==> src/rtl/mux_scan_pkg.sv <==
// Shared types and constants for the analog-mux scan controller.
package mux_scan_pkg;

  // Scan FSM states.
  typedef enum logic [1:0] {
    IDLE   = 2'b00,
    SETTLE = 2'b01,
    SAMPLE = 2'b10,
    DONE   = 2'b11
  } state_e;

  // Mux select encoding {s1,s2} for each channel.
  localparam logic [1:0] CH0 = 2'b00;
  localparam logic [1:0] CH1 = 2'b01;
  localparam logic [1:0] CH2 = 2'b10;
  localparam logic [1:0] CH3 = 2'b11;

  // Default width of the settle-count input.
  localparam int SETTLE_W_DEF = 4;

  // Map a channel index onto the mux select code.
  function automatic logic [1:0] ch_to_sel(input logic [1:0] ch);
    logic [1:0] sel;
    case (ch)
      2'd0:    sel = CH0;
      2'd1:    sel = CH1;
      2'd2:    sel = CH2;
      default: sel = CH3;
    endcase
    return sel;
  endfunction

endpackage

==> src/rtl/settle_timer.sv <==
// Dwell counter: loaded with max(count,1)-1, expired when it reaches zero.
// A load of N therefore gives exactly max(N,1) enabled cycles; the counter
// saturates at zero and never wraps.
module settle_timer #(
  parameter int W = 4
) (
  input  logic         clk,
  input  logic         rst_n,
  input  logic         load,
  input  logic [W-1:0] count,
  input  logic         enable,
  output logic         expired
);

  logic [W-1:0] cnt_q;
  logic [W-1:0] cnt_d;

  // Next-count: load takes priority, otherwise count down to zero and stop.
  always_comb begin
    // NOTE: every always_comb output gets a default first so no path can infer a latch.
    cnt_d = cnt_q;
    if (load) begin
      cnt_d = (count == '0) ? '0 : count - W'(1);
    end else if (enable && cnt_q != '0) begin
      cnt_d = cnt_q - W'(1);
    end
  end

  // Counter register.
  always_ff @(posedge clk or negedge rst_n) begin
    // NOTE: sequential state uses non-blocking assignments so every flop samples pre-edge values.
    if (!rst_n) cnt_q <= '0;
    else        cnt_q <= cnt_d;
  end

  assign expired = (cnt_q == '0);

endmodule

==> src/rtl/mux_scan_ctrl.sv <==
// Scans the four inputs of an external 4:1 mux: for each channel it drives
// the select, dwells for the settle time, samples d, and after channel 3
// publishes the sampled word and a mismatch flag against the expected word.
module mux_scan_ctrl
  import mux_scan_pkg::*;
#(
  parameter int SETTLE_W = SETTLE_W_DEF,
  parameter int NCH      = 4
) (
  input  logic                clk,
  input  logic                rst_n,
  input  logic                start,
  input  logic [SETTLE_W-1:0] settle,
  input  logic [3:0]          expected,
  input  logic                d,
  output logic                s1,
  output logic                s2,
  output logic                busy,
  output logic                done,
  output logic [3:0]          result,
  output logic                mismatch
);

  localparam logic [1:0] LAST_CH = 2'(NCH - 1);

  state_e              state_q, state_d;
  logic [1:0]          ch_q, ch_d;
  logic [1:0]          sel_q, sel_d;
  logic [3:0]          shadow_q, shadow_d;
  logic [SETTLE_W-1:0] settle_q, settle_d;
  logic [3:0]          expected_q, expected_d;
  logic [3:0]          result_q, result_d;
  logic                mismatch_q, mismatch_d;
  logic                busy_q, busy_d;
  logic                done_q, done_d;

  logic                tmr_load;
  logic                tmr_enable;
  logic [SETTLE_W-1:0] tmr_count;
  logic                tmr_expired;

  // At start the timer must see the live settle input, since settle_q is
  // only being captured on that same edge; later channels use the latched copy.
  assign tmr_count = (state_q == IDLE) ? settle : settle_q;

  settle_timer #(
    .W (SETTLE_W)
  ) u_settle_timer (
    .clk     (clk),
    .rst_n   (rst_n),
    .load    (tmr_load),
    .count   (tmr_count),
    .enable  (tmr_enable),
    .expired (tmr_expired)
  );

  // Next-state and next-output logic for the scan FSM.
  always_comb begin
    state_d    = state_q;
    ch_d       = ch_q;
    sel_d      = sel_q;
    shadow_d   = shadow_q;
    settle_d   = settle_q;
    expected_d = expected_q;
    result_d   = result_q;
    mismatch_d = mismatch_q;
    tmr_load   = 1'b0;
    tmr_enable = 1'b0;

    case (state_q)
      IDLE: begin
        if (start) begin
          settle_d   = settle;
          expected_d = expected;
          ch_d       = 2'd0;
          sel_d      = ch_to_sel(2'd0);
          shadow_d   = '0;
          tmr_load   = 1'b1;
          state_d    = SETTLE;
        end
      end

      SETTLE: begin
        tmr_enable = 1'b1;
        if (tmr_expired) state_d = SAMPLE;
      end

      SAMPLE: begin
        shadow_d[ch_q] = d;
        if (ch_q == LAST_CH) begin
          // Publish on this edge so result/mismatch are already valid in DONE.
          result_d   = shadow_d;
          mismatch_d = |(shadow_d ^ expected_q);
          state_d    = DONE;
        end else begin
          ch_d     = ch_q + 2'd1;
          sel_d    = ch_to_sel(ch_q + 2'd1);
          tmr_load = 1'b1;
          state_d  = SETTLE;
        end
      end

      DONE: begin
        // start is deliberately ignored here; a new scan begins only from IDLE.
        state_d = IDLE;
      end

      default: state_d = IDLE;
    endcase

    busy_d = (state_d != IDLE);
    done_d = (state_d == DONE);
  end

  // FSM state and registered outputs.
  always_ff @(posedge clk or negedge rst_n) begin
    if (!rst_n) begin
      // NOTE: the shadow and latched operands are reset too, so an aborted scan leaves nothing behind.
      state_q    <= IDLE;
      ch_q       <= '0;
      sel_q      <= CH0;
      shadow_q   <= '0;
      settle_q   <= '0;
      expected_q <= '0;
      result_q   <= '0;
      mismatch_q <= 1'b0;
      busy_q     <= 1'b0;
      done_q     <= 1'b0;
    end else begin
      state_q    <= state_d;
      ch_q       <= ch_d;
      sel_q      <= sel_d;
      shadow_q   <= shadow_d;
      settle_q   <= settle_d;
      expected_q <= expected_d;
      result_q   <= result_d;
      mismatch_q <= mismatch_d;
      busy_q     <= busy_d;
      done_q     <= done_d;
    end
  end

  assign s1       = sel_q[1];
  assign s2       = sel_q[0];
  assign busy     = busy_q;
  assign done     = done_q;
  assign result   = result_q;
  assign mismatch = mismatch_q;

endmodule

==> config.mk <==
export PLATFORM = sky130hd
export DESIGN_NAME = mux_scan_ctrl
export DESIGN_NICKNAME = d
export VERILOG_FILES = /design/src/rtl/mux_scan_pkg.sv /design/src/rtl/settle_timer.sv /design/src/rtl/mux_scan_ctrl.sv
export SDC_FILE = /design/constraint.sdc
export NUM_CORES = 1
export LEC_CHECK = 0
export ABC_AREA = 1
export BUFFER_PORTS_ARGS = -buffer_cell sky130_fd_sc_hd__buf_4
export CORE_MARGIN = 2
export CORE_UTILIZATION = 25
export CTS_CLUSTER_SIZE = 16
export DETAILED_ROUTE_END_ITERATION = 12
export SKIP_CTS_REPAIR_TIMING = 1
export SYNTH_ARGS = -nofsm -noshare
export SYNTH_HDL_FRONTEND = slang
export SYNTH_SLANG_ARGS = --single-unit
==> constraint.sdc <==
create_clock -name clk -period 1.55 [get_ports clk]
set_input_delay 0.155 -clock clk [delete_from_list [all_inputs] [get_ports clk]]
set_output_delay 0.155 -clock clk [all_outputs]
set_load 0.03 [all_outputs]
==> impl_metrics.json <==
{
  "grt_overflow": 0,
  "r2r-end": "mismatch$_DFFE_PN0P_",
  "io_buffer_count": 20,
  "syn_to_final_growth_pct": 24.6,
  "worst_pin_slew_ns": 0.348,
  "drtPass1Iterations": 4,
  "synth_fa_ha_area_frac": 0.0439,
  "fin_area_um2": 1780,
  "netlist_instances": 179,
  "syn_nets": 196,
  "fin_util": 0.323,
  "fin_crit_sh": 0.930,
  "hold_ws_ns": 0.0822,
  "yosysUniqueCellTypes": 23,
  "fp.dieW_um": 79.5,
  "critPathKind": "reg2reg",
  "yosys.area.top_type": "dfrtp_1",
  "cts_tree": "yes",
  "finalClockSkew_ns": 0.00131,
  "worstHoldPathType": "in2reg",
  "critPathMaxFanout": 4,
  "path_buf_inv": 1,
  "drc": 0,
  "path_delay_family": "flip-flops",
  "rr_worst_depth": 8,
  "start_util": 0.259,
  "crit_end": "mismatch$_DFFE_PN0P_",
  "setup_tns_ns": 0,
  "status": "complete, no violations",
  "grt.total_usage": 0.101,
  "slowest_delay_ns": 0.44,
  "slew-limit-headroom": 0.768,
  "ys_dominant_reg_cell": "dfrtp_1",
  "required_ns": 1.72,
  "dieHeight_um": 79.5,
  "grt_antenna_before_repair": 0,
  "pwr-share-clk": 0.132,
  "grt_first_pass_wirelength_um": 5100,
  "final_antenna_net_count": 0,
  "via_per_inst": 4.16,
  "clkTransAtPathRegs_ns": 0.09,
  "regArea_um2": 679,
  "final_cell_count_no_fill": 282,
  "synth-seq-cells": 27,
  "clock_latency_ns": 0.27,
  "synthArstFlopShare": 1.00,
  "rows": 27,
  "synth_xor_area_frac": 0.0246,
  "nets": 228,
  "synth_common_cells": "54 x nand2_1, 27 x dfrtp_1, 27 x inv_1",
  "seqPwrFrac": 0.370,
  "core_area_um2": 5510,
  "startpoint_type": "register",
  "critPathLaunch": "ch_q[1]$_DFFE_PN0P_",
  "synth_seq_area_share": 0.474,
  "rsz0062_at_grt": "no",
  "nFillCells": 600,
  "wl_per_cell_um": 10.4,
  "grt_max_degree": 28,
  "cts_sinks": 27,
  "h-tree-depth": 1,
  "num_io_pins": 21,
  "vdd_drop_max_mv": 0.750,
  "die-area_um2": 6330,
  "synth-compound-area-share": 0.109,
  "cts_inserted_buffers": 3,
  "fmax_mhz": 693,
  "power_frac_comb": 0.499,
  "p_sw_mw": 1.29,
  "layout_min_cycle_time_ns": 1.44,
  "synth_area_per_cell_um2": 7.97,
  "clockRootBuffer": "clkbuf_8",
  "gp_congestion": 0.772,
  "synth-simple-area-share": 0.261,
  "p_per_area_nw_per_um2": 1680,
  "synth_area_um2": 1430,
  "maxCapViolations": 0,
  "p_int_mw": 1.71,
  "diodes": 0,
  "wl_um": 2940,
  "via_count": 1172,
  "synth_top_area_share": 0.474,
  "crit_chain": "inv_1, ha_1, nand2_1, o21ai_1, xor2_1, nand3_1, nor2_1, nor2_1",
  "cp.depth": 8,
  "synth_top_family_by_area": "simple AND/OR/NAND/NOR gates",
  "synthMuxAreaShare": 0,
  "swShare": 0.431,
  "clk_path_buf_depth": 2,
  "placed_cells": 276,
  "dpl_cell_area_um2": 1710,
  "drt_iter0_drc": 46,
  "setup_viol": 0,
  "critPathSlowestCell": "dfrtp_2",
  "yosysMostFrequentCell": "nand2_1",
  "r2r_setup_slack_ns": 0.11,
  "r2r-start": "ch_q[1]$_DFFE_PN0P_",
  "multi_input_area_um2": 632,
  "crit_arrival_ns": 1.61,
  "drive_gt1_frac": 0.243,
  "cp-end-kind": "register",
  "synth_edf_count": 0,
  "hold_violations": 0,
  "synthTopCellsByArea": "dfrtp_1 47%, nand2_1 14%, o21ai_0 8.1%",
  "p_leak_nw": 0.921,
  "hpwl_um": 2270,
  "report.final.slew_viol_count": 0,
  "grt_pass1_vias": 1153,
  "cpMostUsedCell": "nor2_1",
  "yosys_warnings": 0
}
-- state kept, by name (all words and copies together) (netlist names) --
signal	flops
mismatch	1
shadow_q	4
result	4
u_settle_timer.cnt_q	4
busy	1
settle_q	4
state_q	2
expected_q	4
ch_q	2
done	1
-- power groups by stage --
stage	Clock, mW	Combinational (mW)	Sequential (mW)
after floorplan	0	0.979	1.18
after global placement	0	1.44	1.11
after detailed placement	0	1.48	1.12
after CTS	0.427	1.48	1.10
after global routing	0.444	1.72	1.13
final	0.395	1.49	1.11
-- layout make-up --
type,instances,area share
clock buffer,3,0.0232
clock inverter,1,0.00281
inverter,32,0.0704
multi-input combinational,120,0.355
sequential,27,0.382
tap,72,0.0507
timing repair buffer,27,0.115
-- metal layers --
metal / part of all wire / track usage
met3: 0.044 / 0.0294
met5: 0 / 0
met2: 0.48 / 0.176
met4: 0.0075 / 0.0207
met1: 0.47 / 0.124
-- placed cells by master (no fill, tap or decap) --
master and count:
nand3_1 8, o22ai_1 1, buf_4 26, xnor2_1 1
nor2_1 9, clkinv_2 1, inv_1 25, nand4_1 1
dfrtp_1 24, o21ai_0 20, o21ai_2 1, nand2_1 54
a21oi_2 1, nand2_2 1, or2_2 1, xor2_1 3
o21ai_1 3, nor2_2 1, clkbuf_8 3, ha_1 4
dfrtp_2 3, nand2_4 2, or2_1 1, ha_2 1
inv_4 2, nor2_4 2, a21oi_1 4, dlygate4sd3_1 1
nor2_8 1, inv_2 5
-- metrics by stage --
step | power [mW] | setup WS [ns]
detailed placement | 2.59 | 0.00954
global route | 3.29 | 0.00802
floorplan | 2.16 | 0.0116
global placement | 2.55 | 0.0591
finish | 3.00 | 0.108
CTS | 3.01 | -0.00862
-- worst reg2reg max path: stages (launching register included) --
cell	delay [ns]
dfrtp_2	0.44
inv_1	0.11
ha_1	0.19
nand2_1	0.06
o21ai_1	0.12
xor2_1	0.19
nand3_1	0.10
nor2_1	0.10
nor2_1	0.05
-- cell families (layout without fill, tap and decap cells) --
| kind of cell | Yosys count | in the layout |
|---|---|---|
| adders and majority gates | 5 | 5 |
| xor gates and xnor gates | 4 | 4 |
| AOI/OAI and AO/OA | 30 | 30 |
| buffers and inverters | 32 | 63 |
| and+or+nand+nor | 81 | 81 |
| DFF | 27 | 27 |
-- worst min path at each step --
stage                           start  slack (ns)                        end  depth (start not counted)
final                     expected[0]        0.08  expected_q[0]$_DFFE_PN0P_                          3
after global routing      expected[0]        0.09  expected_q[0]$_DFFE_PN0P_                          3
after global placement          rst_n        0.09      result[1]$_DFFE_PN0P_                          1
after CTS                       rst_n       -0.21      result[0]$_DFFE_PN0P_                          1
after detailed placement        rst_n        0.09      result[0]$_DFFE_PN0P_                          1
after floorplan                 rst_n       -0.14             busy$_DFF_PN0_                          0
Note: power is estimated with default switching activity, not from simulation.
